`config.mk`:
```
export PLATFORM = sky130hd
export DESIGN_NAME = dcache_refill_ctrl_flat
export DESIGN_NICKNAME = d
export VERILOG_FILES = /design/src/rtl/dcache_refill_ctrl_if.sv /design/src/rtl/dcache_refill_ctrl.sv /design/src/flat_wrapper.sv
export SDC_FILE = /design/constraint.sdc
export NUM_CORES = 1
export LEC_CHECK = 0
export BUFFER_PORTS_ARGS = -buffer_cell sky130_fd_sc_hd__buf_4
export CORE_AREA = 2 2 277 279
export CTS_BUF_LIST = sky130_fd_sc_hd__clkbuf_2 sky130_fd_sc_hd__clkbuf_4 sky130_fd_sc_hd__clkbuf_8
export DETAILED_ROUTE_END_ITERATION = 10
export DIE_AREA = 0 0 279 281
export MAX_ROUTING_LAYER = met4
export PLACE_DENSITY = 0.52
export SETUP_SLACK_MARGIN = 0.5
export SLEW_MARGIN = 20
export SYNTH_ARGS = -nofsm -noshare
export SYNTH_HDL_FRONTEND = slang
export SYNTH_SLANG_ARGS = --single-unit
```
`constraint.sdc`:
```
create_clock -name clk -period 2.4 [get_ports clk]
set_input_delay 0.24 -clock clk [delete_from_list [all_inputs] [get_ports clk]]
set_output_delay 0.24 -clock clk [all_outputs]
set_load 0.05 [all_outputs]
```
`src/rtl/dcache_refill_ctrl_if.sv`:
```
// Purpose: bundles the miss, memory-read, store and RAM-write signals of the refill controller.
// Latency: none, wires only.
// Backpressure: the master drives requests and memory responses; the slave drives st_ready.
interface dcache_refill_ctrl_if #(
  parameter int INDEX_SIZE = 7,
  parameter int BANK_NUM   = 8,
  parameter int BANK_SIZE  = 32,
  parameter int TAGV_SIZE  = 32
);
  logic                          miss_req;
  logic [31:0]                   miss_addr;
  logic                          refill_done;
  logic                          busy;
  logic                          mem_rd_req;
  logic [31:0]                   mem_rd_addr;
  logic                          mem_rd_ack;
  logic                          mem_rd_valid;
  logic [BANK_NUM*BANK_SIZE-1:0] mem_rd_data;
  logic                          st_valid;
  logic                          st_ready;
  logic [31:0]                   st_addr;
  logic [BANK_SIZE-1:0]          st_data;
  logic [BANK_NUM-1:0]           bank_we;
  logic [INDEX_SIZE-1:0]         bank_waddr;
  logic [BANK_NUM*BANK_SIZE-1:0] bank_wdata;
  logic                          tagv_we;
  logic [INDEX_SIZE-1:0]         tagv_waddr;
  logic [TAGV_SIZE-1:0]          tagv_wdata;

  // Pipeline and memory side
  modport master (
    output miss_req, miss_addr, mem_rd_ack, mem_rd_valid, mem_rd_data,
           st_valid, st_addr, st_data,
    input  refill_done, busy, mem_rd_req, mem_rd_addr, st_ready,
           bank_we, bank_waddr, bank_wdata, tagv_we, tagv_waddr, tagv_wdata
  );

  // Refill controller side
  modport slave (
    input  miss_req, miss_addr, mem_rd_ack, mem_rd_valid, mem_rd_data,
           st_valid, st_addr, st_data,
    output refill_done, busy, mem_rd_req, mem_rd_addr, st_ready,
           bank_we, bank_waddr, bank_wdata, tagv_we, tagv_waddr, tagv_wdata
  );
endinterface

```
`src/rtl/dcache_refill_ctrl.sv`:
```
// Purpose: data-cache line refill FSM plus one-entry store buffer sharing the bank write port.
// Latency: miss->mem_rd_req 1 cycle, mem_rd_valid->FILL 1 cycle, FILL->refill_done 1 cycle; store write 1 cycle after accept.
// Backpressure: st_ready drops only while a buffered store is blocked by the FILL write.
module dcache_refill_ctrl #(
  parameter int INDEX_SIZE = 7,
  parameter int TAG_SIZE   = 20,
  parameter int BANK_NUM   = 8,
  parameter int BANK_SIZE  = 32,
  parameter int TAGV_SIZE  = 32
) (
  input logic            clk,
  input logic            reset,
  dcache_refill_ctrl_if.slave bus
);

  localparam int BANK_W = $clog2(BANK_NUM);
  localparam int OFF_W  = BANK_W + 2;
  localparam int LA_W   = 32 - OFF_W;
  localparam int LINE_W = BANK_NUM * BANK_SIZE;

  typedef enum logic [2:0] {IDLE, REQ, WAIT, FILL, DONE} state_t;

  state_t                state;
  state_t                state_nxt;
  logic [LA_W-1:0]       line_addr;
  logic [LINE_W-1:0]     line_data;
  logic                  buf_valid;
  logic [INDEX_SIZE-1:0] buf_index;
  logic [BANK_W-1:0]     buf_bank;
  logic [BANK_SIZE-1:0]  buf_data;
  logic                  st_rdy;
  logic                  st_accept;
  logic                  st_drain;
  logic [TAGV_SIZE-1:0]  tagv_entry;

  // Address bits the block never looks at (byte offset, store tag)
  logic unused_addr_bits;
  assign unused_addr_bits = ^{bus.miss_addr[OFF_W-1:0], bus.st_addr[31:OFF_W+INDEX_SIZE],
                              bus.st_addr[1:0]};

  // The FILL write owns the port, so a buffered store can only leave outside FILL
  assign st_rdy    = reset && (!buf_valid || state != FILL);
  assign st_accept = bus.st_valid && st_rdy;
  assign st_drain  = buf_valid && state != FILL;

  // Tag-valid entry: zero-padded, valid bit just above the tag
  always_comb begin
    tagv_entry                = '0;
    tagv_entry[TAG_SIZE]      = 1'b1;
    tagv_entry[TAG_SIZE-1:0]  = line_addr[LA_W-1:INDEX_SIZE];
  end

  // State register
  always_ff @(posedge clk or negedge reset) begin
    if (!reset) state <= IDLE;
    else        state <= state_nxt;
  end

  // Next-state and output decode, including the shared bank/tag write port mux
  always_comb begin
    state_nxt       = state;
    bus.busy        = (state != IDLE);
    bus.mem_rd_req  = (state == REQ);
    bus.mem_rd_addr = {line_addr, {OFF_W{1'b0}}};
    bus.refill_done = (state == DONE);
    bus.st_ready    = st_rdy;
    bus.bank_we     = '0;
    bus.bank_waddr  = '0;
    bus.bank_wdata  = '0;
    bus.tagv_we     = 1'b0;
    bus.tagv_waddr  = '0;
    bus.tagv_wdata  = '0;

    case (state)
      IDLE: if (bus.miss_req)     state_nxt = REQ;
      REQ:  if (bus.mem_rd_ack)   state_nxt = WAIT;
      WAIT: if (bus.mem_rd_valid) state_nxt = FILL;
      FILL: state_nxt = DONE;
      DONE: state_nxt = IDLE;
      default: state_nxt = IDLE;
    endcase

    if (state == FILL) begin
      bus.bank_we    = '1;
      bus.bank_waddr = line_addr[INDEX_SIZE-1:0];
      bus.bank_wdata = line_data;
      bus.tagv_we    = 1'b1;
      bus.tagv_waddr = line_addr[INDEX_SIZE-1:0];
      bus.tagv_wdata = tagv_entry;
    end else if (buf_valid) begin
      bus.bank_we    = {{(BANK_NUM-1){1'b0}}, 1'b1} << buf_bank;
      bus.bank_waddr = buf_index;
      bus.bank_wdata = {BANK_NUM{buf_data}};
    end
  end

  // Line address latched on the accepted miss, line data captured on the memory beat
  always_ff @(posedge clk or negedge reset) begin
    if (!reset) begin
      line_addr <= '0;
      line_data <= '0;
    end else begin
      if (state == IDLE && bus.miss_req)     line_addr <= bus.miss_addr[31:OFF_W];
      if (state == WAIT && bus.mem_rd_valid) line_data <= bus.mem_rd_data;
    end
  end

  // One-entry store buffer: a new store replaces a draining one without a bubble
  always_ff @(posedge clk or negedge reset) begin
    if (!reset) begin
      buf_valid <= 1'b0;
      buf_index <= '0;
      buf_bank  <= '0;
      buf_data  <= '0;
    end else if (st_accept) begin
      buf_valid <= 1'b1;
      buf_index <= bus.st_addr[OFF_W+INDEX_SIZE-1:OFF_W];
      buf_bank  <= bus.st_addr[OFF_W-1:2];
      buf_data  <= bus.st_data;
    end else if (st_drain) begin
      buf_valid <= 1'b0;
    end
  end

endmodule

```
`src/flat_wrapper.sv`:
```
// flat-port wrapper written by rule: the top's interface ports become plain ports
module dcache_refill_ctrl_flat 
#(
  parameter int INDEX_SIZE = 7,
  parameter int TAG_SIZE   = 20,
  parameter int BANK_NUM   = 8,
  parameter int BANK_SIZE  = 32,
  parameter int TAGV_SIZE  = 32
)
  (clk, reset, bus_miss_req, bus_miss_addr, bus_mem_rd_ack, bus_mem_rd_valid, bus_mem_rd_data, bus_st_valid, bus_st_addr, bus_st_data, bus_refill_done, bus_busy, bus_mem_rd_req, bus_mem_rd_addr, bus_st_ready, bus_bank_we, bus_bank_waddr, bus_bank_wdata, bus_tagv_we, bus_tagv_waddr, bus_tagv_wdata);
  dcache_refill_ctrl_if #(.INDEX_SIZE(INDEX_SIZE), .BANK_NUM(BANK_NUM), .BANK_SIZE(BANK_SIZE), .TAGV_SIZE(TAGV_SIZE)) bus_i ();
  input logic clk;
  input logic reset;
  input wire logic [$bits(bus_i.miss_req)-1:0] bus_miss_req;
  input wire logic [$bits(bus_i.miss_addr)-1:0] bus_miss_addr;
  input wire logic [$bits(bus_i.mem_rd_ack)-1:0] bus_mem_rd_ack;
  input wire logic [$bits(bus_i.mem_rd_valid)-1:0] bus_mem_rd_valid;
  input wire logic [$bits(bus_i.mem_rd_data)-1:0] bus_mem_rd_data;
  input wire logic [$bits(bus_i.st_valid)-1:0] bus_st_valid;
  input wire logic [$bits(bus_i.st_addr)-1:0] bus_st_addr;
  input wire logic [$bits(bus_i.st_data)-1:0] bus_st_data;
  output wire logic [$bits(bus_i.refill_done)-1:0] bus_refill_done;
  output wire logic [$bits(bus_i.busy)-1:0] bus_busy;
  output wire logic [$bits(bus_i.mem_rd_req)-1:0] bus_mem_rd_req;
  output wire logic [$bits(bus_i.mem_rd_addr)-1:0] bus_mem_rd_addr;
  output wire logic [$bits(bus_i.st_ready)-1:0] bus_st_ready;
  output wire logic [$bits(bus_i.bank_we)-1:0] bus_bank_we;
  output wire logic [$bits(bus_i.bank_waddr)-1:0] bus_bank_waddr;
  output wire logic [$bits(bus_i.bank_wdata)-1:0] bus_bank_wdata;
  output wire logic [$bits(bus_i.tagv_we)-1:0] bus_tagv_we;
  output wire logic [$bits(bus_i.tagv_waddr)-1:0] bus_tagv_waddr;
  output wire logic [$bits(bus_i.tagv_wdata)-1:0] bus_tagv_wdata;
  assign bus_i.miss_req = bus_miss_req;
  assign bus_i.miss_addr = bus_miss_addr;
  assign bus_i.mem_rd_ack = bus_mem_rd_ack;
  assign bus_i.mem_rd_valid = bus_mem_rd_valid;
  assign bus_i.mem_rd_data = bus_mem_rd_data;
  assign bus_i.st_valid = bus_st_valid;
  assign bus_i.st_addr = bus_st_addr;
  assign bus_i.st_data = bus_st_data;
  assign bus_refill_done = bus_i.refill_done;
  assign bus_busy = bus_i.busy;
  assign bus_mem_rd_req = bus_i.mem_rd_req;
  assign bus_mem_rd_addr = bus_i.mem_rd_addr;
  assign bus_st_ready = bus_i.st_ready;
  assign bus_bank_we = bus_i.bank_we;
  assign bus_bank_waddr = bus_i.bank_waddr;
  assign bus_bank_wdata = bus_i.bank_wdata;
  assign bus_tagv_we = bus_i.tagv_we;
  assign bus_tagv_waddr = bus_i.tagv_waddr;
  assign bus_tagv_wdata = bus_i.tagv_wdata;
  dcache_refill_ctrl #(.INDEX_SIZE(INDEX_SIZE), .TAG_SIZE(TAG_SIZE), .BANK_NUM(BANK_NUM), .BANK_SIZE(BANK_SIZE), .TAGV_SIZE(TAGV_SIZE)) u_core (.clk(clk), .reset(reset), .bus(bus_i));
endmodule
```
Word level (Yosys, flattened, before mapping)
Index checks and enable logic that the tools add are counted.
{ "op_classes": {"shift": 1, "reduce_logical": 11, "n_eq_ne": 8, "mux": 15} }
{ "op_table": {"columns": ["op", "count"], "rows": [
  ["$mux W256", 2],
  ["$mux W21", 1],
  ["$mux W7", 3],
  ["$mux W8", 2],
  ["$pmux W3 S4", 1],
  ["$mux W3", 3],
  ["$shl A1 B3 Y8 const A", 1],
  ["$eq A3 B2 Y1 const B", 2],
  ["$ne A2 B2 Y1 const B", 3],
  ["$logic_and A1 B1 Y1", 5],
  ["$eq A3 B1 Y1 const B", 1],
  ["$eq A3 B3 Y1 const B", 1],
  ["$logic_not A3 Y1", 1],
  ["$mux W1", 3],
  ["$ne A3 B2 Y1 const B", 1],
  ["$reduce_and A3 Y1", 1],
  ["$reduce_bool A3 Y1", 1],
  ["$reduce_bool A2 Y1", 1],
  ["$logic_not A1 Y1", 1],
  ["$logic_or A1 B1 Y1", 1]
]} }
{ "word_totals": {"reg_bits": 329, "word_cells": 42, "in_bits": 358, "output_inout_bits": 347} }

Longest topological paths before layout
Gate-level depths: netlist of run 1.
{ "logic_depth": {"depth_word": 5, "mapped_depth": 7} }

Least setup slack after synthesis of run 1
Ideal clock, no wire load.
{ "synth_path": {"path_type": "register to output", "start": "register u_core.state[2]", "end": "output bus_tagv_wdata[11]", "required_ns": 2.160, "t_arrival_ns": 1.970, "slack_ns": 0.190, "path_stages_with_launch": 7, "n_path_buf": 3, "path_cell_list": "dfrtp_1 -> buf_4 -> nand3b_4 -> buf_6 -> inv_4 -> clkbuf_1 -> and2_1"} }
{ "synth_via": {"elab_chain_cells": 2} }
{ "synth_rtl": {"columns": ["element", "line_no", "source"], "rows": [
  ["start: declaration", "dcache_refill_ctrl.sv:23", "state_t state;"],
  ["start signal: assignment", "dcache_refill_ctrl.sv:56", "else state <= state_nxt;"],
  ["$eq A3 B2 Y1", "dcache_refill_ctrl.sv:83", "if (state == FILL) begin"],
  ["$mux W21", "dcache_refill_ctrl.sv:83", null],
  ["end: declaration", "flat_wrapper.sv:32", "output wire logic [$bits(bus_i.tagv_wdata)-1:0] bus_tagv_wdata;"]
]} }
No other way between the ends.

Worst setup path after layout of run 1
{ "layout_path": {"start": "register u_core.state[0]", "end": "output bus_bank_wdata[151]"} }
{ "layout_via": {"elab_chain_cells": 2} }
{ "layout_rtl": {"columns": ["element", "line_no", "source"], "rows": [
  ["$eq A3 B2 Y1", "dcache_refill_ctrl.sv:83", null],
  ["$mux W256", "dcache_refill_ctrl.sv:83", null],
  ["end: declaration", "flat_wrapper.sv:29", "output wire logic [$bits(bus_i.bank_wdata)-1:0] bus_bank_wdata;"]
]} }
No other way between the ends.

==> out/metrics.cfg, run 1 <==
[global_routing]
grt_overflow=0
grt_pass1_vias=15795
grt_pass1_wl_mm=99.7
antenna_found_initial=5
grt_usage_pct=17.3
grt_start_max_net_pins=153

[sta]
timing.final.max_slew_violations=0
worst_slew_pin_slew_ns=0.938
layout_min_cycle_time_ns=2.58
grt_setup_unrepaired=yes
finalClockSkew_ns=0.0226
tns_ns=-10.67
finalWorstSetupSlack_ns=-0.178
finalSetupViolCount=213
maxSlewHeadroom_pct=37.4
fin_crit_sh_pct=107
clock.fmax_ghz=0.388
hold_viol=0

[worst_setup_path]
max_stage_delay_ns=0.43
critPathSlowestCell=dfrtp_2
r2r_cells=9
worstSetupPathType=reg2out
required_ns=2.16
cp_max_fo=7
critPathCaptureType=output pin
worstPathArrival_ns=2.34
start_kind=register
path_cells=nand3b_4 > and2_4 > buf_16 > buf_12 > clkbuf_16 > a22o_1 > buf_6

[layout]
ff_latch_area_um2=8240
area_growth_pct=98.2
stdcell_area_um2=30600
layout.nets=2597
multi_input_area_um2=6830
num-fill-cells=6848
drive_gt1_share_pct=58.2

[power_and_ir_drop]
leakage_nw=14.0
power.density_nw_per_um2=1250
power_w=0.0381
ir_drop_mv=0.915

[synth]
yosysSeqAreaShare_pct=53.3
synth_area_leaders=dfrtp_1 53%, mux2_2 22%, a22o_1 15%
synth_commonest_cells=329 x dfrtp_1, 307 x mux2_2, 256 x a22o_1
synth_cell_type_count=27
yosysWarnings=0
synth_top_area_cell=dfrtp_1
ys_ff_latch=329
ys.flop_type=dfrtp_1
synth_top_area_share_pct=53.3
syn_area_um2=15400
avgSynthCellArea_um2=13.7
yosysMostFrequentCell=dfrtp_1
async_flop_share_pct=100
synth_cells=1127
synth_enable_flop_cells=0

[route]
drc=0
via_count=15014
ant_nets=0
via_per_inst=4.59
post_drt_wl_per_cell_um=23.1
drt_iter0_markers=758
first_pass_iters=5
drt_wl_total_mm=75.6

[clock_tree]
clk_pin_slew_worst_paths_ns=0.06
cts_root_buf=clkbuf_8
cts_tree=yes
htreeDepth=3
clockBufferDepth=3
cts_buffers=67
cts.sinks=329
clk_latency_ns=0.65

[min_path]
hp-class=in2async

[floorplan]
initial_utilization_pct=20.5
die_y_um=281
floorplan.die_area_um2=78400
core_area_um2=75400
fp-row-count=101
die_w_um=279
io_pins=705

[placed_design]
io_buffer_count=661
gp_congestion=0.833
placed_cell_area_um2=21700
dp_hpwl_mm=43.2

[flow_run]
drv_cap=0

[outcome]
outcome=complete, but fails checks
violations=negative setup slack

-- flip-flops by register name (all words and copies together) (netlist names) --
name              cells
u_core.buf_data      32
u_core.state          3
u_core.buf_index      7
u_core.line_addr     27
u_core.buf_bank       3
u_core.line_data    256
u_core.buf_valid      1
-- final timing paths --
check | from | slack, ns | to
worst max register to register | u_core.state[0] | 0.15 | u_core.buf_data[16]
worst min-delay path | reset | 0.11 | u_core.buf_data[14]
max in group asynchronous | reset | 0.98 | u_core.state[0]
worst min register to register | u_core.line_data[19] | 0.51 | u_core.line_data[19]
worst max-delay path | u_core.state[0] | -0.18 | bus_bank_wdata[151]
min in group clk | bus_st_addr[2] | 0.35 | u_core.buf_bank[0]
-- cell type report --
| class | instances | share of cell area (%) |
|---|---|---|
| inverters | 2 | 0.110 |
| diodes | 6 | 0.0491 |
| repair inverters | 5 | 0.262 |
| clock inverters | 11 | 0.241 |
| clock buffers | 107 | 4.38 |
| multi-input cells | 664 | 22.3 |
| well taps | 978 | 4.00 |
| flip-flops and latches | 329 | 26.9 |
| repair buffers | 1170 | 41.7 |
-- per-stage QoR --
stage	hold WS, ns	worst slack, ns	util, %	instances
finish	0.105	-0.178	40.6	3272
global route	0.0549	-0.234	40.6	3271
CTS	0.0393	-0.167	38.2	3199
detailed placement	0.141	0.314	28.8	2697
global placement	0.142	0.333	28.8	2697
floorplan	-0.0556	0.480	-	1142
-- critical path, delay by kind of cell, from the launching register on --
| kind | cells | cell delay, ns |
|---|---|---|
| flip-flops | 1 | 0.43 |
| buffers and inverters | 4 | 0.69 |
| AND/OR/NAND/NOR | 2 | 0.34 |
| AO/OA/AOI/OAI | 1 | 0.20 |
-- cells by family after synthesis --
kind of cell / share of synthesized area [%]
other: 0.0243
AOI/OAI and AO/OA: 15.4
buffers and inverters: 5.47
muxes: 23.8
DFF: 53.3
and+or+nand+nor: 2.04
-- cell usage in the layout, fill, tap and decap left out, types with 2 or more instances in the layout --
cell type      instances
nand2_1                6
buf_8                 64
a21o_4                 7
dfrtp_1              327
mux2_1                19
buf_6                276
o31ai_2                2
buf_16                31
and2_4                29
clkbuf_4              21
o21ai_2                2
mux2_2               270
mux2_4                37
inv_6                  3
o21ai_0                5
inv_12                 2
conb_1                16
a22o_1               246
dfrtp_2                2
clkinvlp_4             3
a22o_4                10
clkbuf_8              86
clkbuf_16             28
dlygate4sd3_1        330
nand2b_1               4
buf_12                41
clkinv_2               5
diode_2                6
buf_4                399
-- report_power, final --
group / internal [W] / switching [W] / total, W
registers: 0.00815 / 0.00209 / 0.0102
clock network: 0.00355 / 0.00272 / 0.00627
logic: 0.0100 / 0.0116 / 0.0216
total: 0.0217 / 0.0164 / 0.0381
-- what timing repair did --
action / 4_1_cts / 5_1_grt
pin swaps: 57 / 81
buffers inserted: 28 / 29
gates cloned: 26 / 38
hold endpoints to repair: 410 / 0
hold buffers: 330 / 0
gates resized for setup: 409 / 163
endpoints found under the setup margin: 436 / 564
-- layer usage --
metal | track usage (%) | up-vias | share of wire (%)
met5 | - | - | 0
met4 | 6.87 | 0 | 3.7
met3 | 3.99 | 173 | 6.5
met2 | 29.5 | 792 | 50
met1 | 19.6 | 7584 | 40
li1 | - | 6465 | -
Power figures use the tool's default switching activity.
==> run 2, diff against run 1 <==
--- a/config.mk
+++ b/config.mk
@@ -6,12 +6,14 @@
 export NUM_CORES = 1
 export LEC_CHECK = 0
 export BUFFER_PORTS_ARGS = -buffer_cell sky130_fd_sc_hd__buf_4
-export CORE_AREA = 2 2 277 279
+export CELL_PAD_IN_SITES_DETAIL_PLACEMENT = 0
+export CELL_PAD_IN_SITES_GLOBAL_PLACEMENT = 1
+export CORE_AREA = 2 2 275 277
 export CTS_BUF_LIST = sky130_fd_sc_hd__clkbuf_2 sky130_fd_sc_hd__clkbuf_4 sky130_fd_sc_hd__clkbuf_8
 export DETAILED_ROUTE_END_ITERATION = 10
-export DIE_AREA = 0 0 279 281
+export DIE_AREA = 0 0 277 279
 export MAX_ROUTING_LAYER = met4
-export PLACE_DENSITY = 0.52
+export PLACE_DENSITY = 0.62
 export SETUP_SLACK_MARGIN = 0.5
 export SLEW_MARGIN = 20
 export SYNTH_ARGS = -nofsm -noshare
==> out/metrics.cfg, run 2 (synthesized netlist as in run 1, its figures left out) <==
[sta]
finalClockSkew_ns=0.0449
timing.final.max_slew_violations=0
holdWs_ns=0.294
hold_viol=0
worst_slew_pin_slew_ns=0.870
grt_setup_unrepaired=yes
maxSlewHeadroom_pct=42.0
finalSetupViolCount=106
fin_crit_sh_pct=103
finalWorstSetupSlack_ns=-0.0656
clock.fmax_ghz=0.406
layout_min_cycle_time_ns=2.47

[floorplan]
fp-row-count=100
io_pins=705
initial_utilization_pct=20.8
die_w_um=277
die_y_um=279
floorplan.die_area_um2=77300
core_area_um2=74100

[layout]
reg.largest.list=u_core.line_data: 256 flops, u_core.buf_data: 32 flops, u_core.line_addr: 27 flops
area_growth_pct=81.0
drive_gt1_share_pct=55.7
regMostFlops=u_core.line_data
layout_commonest_cell=buf_4
fin_util_pct=37.7
num-fill-cells=7108
final_cell_mix=517 x buf_4, 329 x dlygate4sd3_1, 328 x dfrtp_1
largest_register_ffs=256
layout.nets=2514

[route]
post_drt_wl_per_cell_um=20.7
drc=0
drt_iter0_markers=594
first_pass_iters=6
drt_wl_total_mm=65.8
via_count=14180
via_per_inst=4.46
ant_nets=0

[worst_setup_path]
startpoint=u_core.state[2]
reg2reg_from=u_core.state[1]
path_common_cell=buf_6
r2r_setup_slack_ns=0.36
path_cells=nand3b_4 > buf_6 > inv_12 > buf_16 > buf_4 > a22o_1 > buf_6
max_stage_delay_ns=0.37
worstPathArrival_ns=2.23
critPathSlowestCell=dfrtp_1
required_ns=2.16
cp_max_fo=27
start_kind=register
worstSetupPathType=reg2out
critPathCaptureType=output pin

[global_routing]
antenna_found_initial=3
grt_usage_pct=16.7
grt_pass1_vias=15594
grt_start_max_net_pins=106
grt_pass1_wl_mm=95.8
grt_overflow=0

[clock_tree]
clockBufferDepth=3
clk_pin_slew_worst_paths_ns=0.05
clk_latency_ns=0.66
cts_buffers=67
cts.sinks=329
cts_tree=yes
cts_root_buf=clkbuf_8
htreeDepth=3

[min_path]
hp-class=in2async

[placed_design]
place_ws_ns=0.331
gp_congestion=0.851
io_buffer_count=661
dp_hpwl_mm=44.3

[power_and_ir_drop]
ir_drop_mv=0.876
power_w=0.0352
leakage_nw=12.9
power.density_nw_per_um2=1260

[outcome]
violations=negative setup slack
outcome=complete, but fails checks

[flow_run]
drv_cap=0

run 2: cell types whose count changed in the layout (fill, tap and decap cells not counted), sizes merged, moves of 2 or more:
| cell | previous run | this run |
|---|---|---|
| buf | 811 | 756 |
| clkbuf | 135 | 112 |
| inv | 8 | 4 |
| bufinv | 0 | 2 |
| diode | 6 | 4 |
run 2: worst paths after layout:
| kind | end | cells past startpoint |
|---|---|---|
| worst max-delay path | bus_bank_wdata[51] | 7 |
| worst min-delay path | u_core.buf_data[18] | 3 |
| worst max register to register | u_core.line_data[212] | 6 |
| worst min register to register | u_core.line_data[99] | 1 |
| max in group asynchronous | u_core.buf_data[23] | 3 |
| min in group clk | u_core.line_data[6] | 5 |
run 2: through the flow:
step	area (um2)	cells	setup TNS, ns
after CTS	27300	3164	-24.34
after global placement	21700	2695	0
final	27900	3178	-3.31
after detailed placement	21700	2695	0
after global routing	27900	3176	-32.39
after floorplan	15500	1142	0
run 2: timing repair:
| item | 4_1_cts | 5_1_grt |
|---|---|---|
| hold buffers | 329 | 0 |
| hold endpoints to repair | 657 | 0 |
| setup endpoints to repair | 491 | 511 |
| gates resized for setup | 146 | 102 |
| cloned | 7 | 8 |
| setup buffers | 15 | 2 |
| pin swaps | 28 | 55 |
run 2: metal layers:
metal | vias up | wire length [um] | global-route usage, %
met5 | - | 0 | -
met4 | 0 | 2720 | 7.80
met3 | 153 | 4470 | 4.23
met2 | 625 | 32400 | 27.6
met1 | 7137 | 26200 | 18.8
li1 | 6265 | - | -
run 2: area by class of cell:
cell class / instances / area, um2 / area share [%]
inverter: 2 / 20.0 / 0.0716
multi-input combinational: 664 / 6520 / 23.3
tap: 969 / 1210 / 4.34
sequential: 329 / 8230 / 29.5
timing repair buffer: 1092 / 10500 / 37.5
clock inverter: 12 / 148 / 0.528
antenna: 4 / 10.0 / 0.0358
clock buffer: 106 / 1320 / 4.73
run 2: critical path: cells and delay by family (launching register included):
family | cells | cell delay [ns]
AND/OR/NAND/NOR | 1 | 0.16
AO/OA/AOI/OAI | 1 | 0.19
buffers and inverters | 5 | 0.78
flip-flops | 1 | 0.37
run 2: power breakdown:
part           leakage (nW)  total (W)  internal, W  switching, W
Sequential             3.93     0.0101      0.00815       0.00199
Combinational          8.17     0.0187      0.00804        0.0106
Clock                 0.774    0.00643      0.00373       0.00270
Total                  12.9     0.0352       0.0199        0.0153
==> run 3, diff against run 2 <==
--- a/config.mk
+++ b/config.mk
@@ -14,7 +14,7 @@
 export DIE_AREA = 0 0 277 279
 export MAX_ROUTING_LAYER = met4
 export PLACE_DENSITY = 0.62
-export SETUP_SLACK_MARGIN = 0.5
+export SETUP_SLACK_MARGIN = 0.05
 export SLEW_MARGIN = 20
 export SYNTH_ARGS = -nofsm -noshare
 export SYNTH_HDL_FRONTEND = slang
==> out/metrics.cfg, run 3 (synthesized netlist as in run 1, its figures left out) <==
[outcome]
outcome=complete, but fails checks
violations=negative setup slack

[route]
drt_iter0_markers=568
first_pass_iters=5
drt_wl_total_mm=64.3
via_count=13959
ant_nets=0
drc=0
via_per_inst=4.41
post_drt_wl_per_cell_um=20.3

[placed_design]
gp_congestion=0.807
io_buffer_count=661
dp_hpwl_mm=42.7
place_ws_ns=0.359
place_inst=2679

[layout]
final_cell_mix=439 x buf_4, 330 x dlygate4sd3_1, 329 x dfrtp_1
reg.largest.list=u_core.line_data: 256 flops, u_core.buf_data: 32 flops, u_core.line_addr: 27 flops
largest_register_ffs=256
num-fill-cells=6995
regMostFlops=u_core.line_data
multi_input_area_um2=6510
ff_latch_area_um2=8230
drive_gt1_share_pct=54.5
fin_cells=3166
layout.nets=2504
area_growth_pct=82.3
fin_util_pct=38.0
layout_commonest_cell=buf_4

[sta]
fin_crit_sh_pct=103
clock.fmax_ghz=0.404
worst_slew_pin_slew_ns=0.865
hold_viol=0
grt_setup_unrepaired=yes
finalWorstSetupSlack_ns=-0.0756
timing.final.max_slew_violations=0
tns_ns=-5.12
maxSlewHeadroom_pct=42.4
layout_min_cycle_time_ns=2.48
finalSetupViolCount=169
finalClockSkew_ns=0.0419

[worst_setup_path]
path_buf_inv=3
start_kind=register
cp.depth=6
worstSetupPathType=reg2out
required_ns=2.16
critPathCaptureType=output pin
worstPathArrival_ns=2.24
critPathSlowestCell=dfrtp_1
reg2reg_from=u_core.state[1]
path_cells=nand3b_4 > and2_4 > buf_12 > clkbuf_16 > a22o_4 > buf_6
rr_endpoint=u_core.line_data[180]
r2r_setup_slack_ns=0.37
r2r_cells=6
max_stage_delay_ns=0.38
path_delay_family=buffers and inverters
cp_max_fo=9

[floorplan]
fp-row-count=100
die_y_um=279
floorplan.die_area_um2=77300
initial_utilization_pct=20.8
io_pins=705
die_w_um=277
core_area_um2=74100

[global_routing]
grt_start_max_net_pins=144
grt_usage_pct=16.3
grt_pass1_wl_mm=94.0
grt_overflow=0
antenna_found_initial=4
grt_pass1_vias=15477

[clock_tree]
clk_pin_slew_worst_paths_ns=0.06
htreeDepth=3
cts.sinks=329
cts_buffers=66
clk_latency_ns=0.63
cts_root_buf=clkbuf_8
cts_tree=yes
clockBufferDepth=3

[power_and_ir_drop]
ir_drop_mv=0.808
power.density_nw_per_um2=1240
power_w=0.0349
leakage_nw=12.9

[min_path]
hp-class=in2async

[flow_run]
drv_cap=0

-- run 3: worst max-delay path by stage --
stage / startpoint / endpoint / slack [ns]
global route: u_core.state[2] / bus_bank_wdata[50] / -0.18
global placement: u_core.state[1] / bus_bank_wdata[5] / 0.39
finish: u_core.state[2] / bus_bank_wdata[111] / -0.08
CTS: u_core.state[2] / bus_bank_wdata[210] / -0.15
detailed placement: u_core.state[1] / bus_bank_wdata[5] / 0.36
floorplan: u_core.state[2] / bus_tagv_wdata[11] / 0.19
-- run 3: what timing repair did --
item                       4_1_cts  5_1_grt
gates cloned                    13       10
pin swaps                       40        2
gates resized for setup        244       82
setup endpoints to repair      287      291
hold endpoints to repair       657        0
buffers inserted                15        0
hold buffers                   330        0
-- run 3: cell type report --
| cell class | instances | share of cell area, % |
|---|---|---|
| well taps | 969 | 4.31 |
| clock inverters | 9 | 0.218 |
| repair buffers | 1082 | 38.3 |
| diodes | 5 | 0.0445 |
| multi-input cells | 664 | 23.1 |
| flip-flops and latches | 329 | 29.3 |
| repair inverters | 1 | 0.0400 |
| inverters | 2 | 0.0845 |
| clock buffers | 105 | 4.62 |
-- run 3: layer usage --
layer	global-route usage [%]	wire length [um]
met5	-	0
met4	7.09	2530
met3	4.60	4800
met2	26.9	31600
met1	18.4	25400
-- run 3: power by group --
group          switching, W  internal, W  total [W]  leakage (nW)
clock               0.00258      0.00343    0.00602         0.725
sequential          0.00194      0.00815     0.0101          3.93
combinational        0.0106      0.00820     0.0188          8.25
-- run 3: worst reg2reg max path, delay by kind of cell, from the launching register on --
family	cells	cell delay [ns]
buf+inv	3	0.80
flops	1	0.39
mux	1	0.35
simple gates	2	0.35
-- run 3: through the flow --
| step | instance area [um2] | hold WS (ns) |
|---|---|---|
| after CTS | 27600 | 0.238 |
| after detailed placement | 21500 | 0.348 |
| final | 28100 | 0.302 |
| after global routing | 28100 | 0.280 |
| after floorplan | 15500 | -0.0556 |
| after global placement | 21500 | 0.341 |
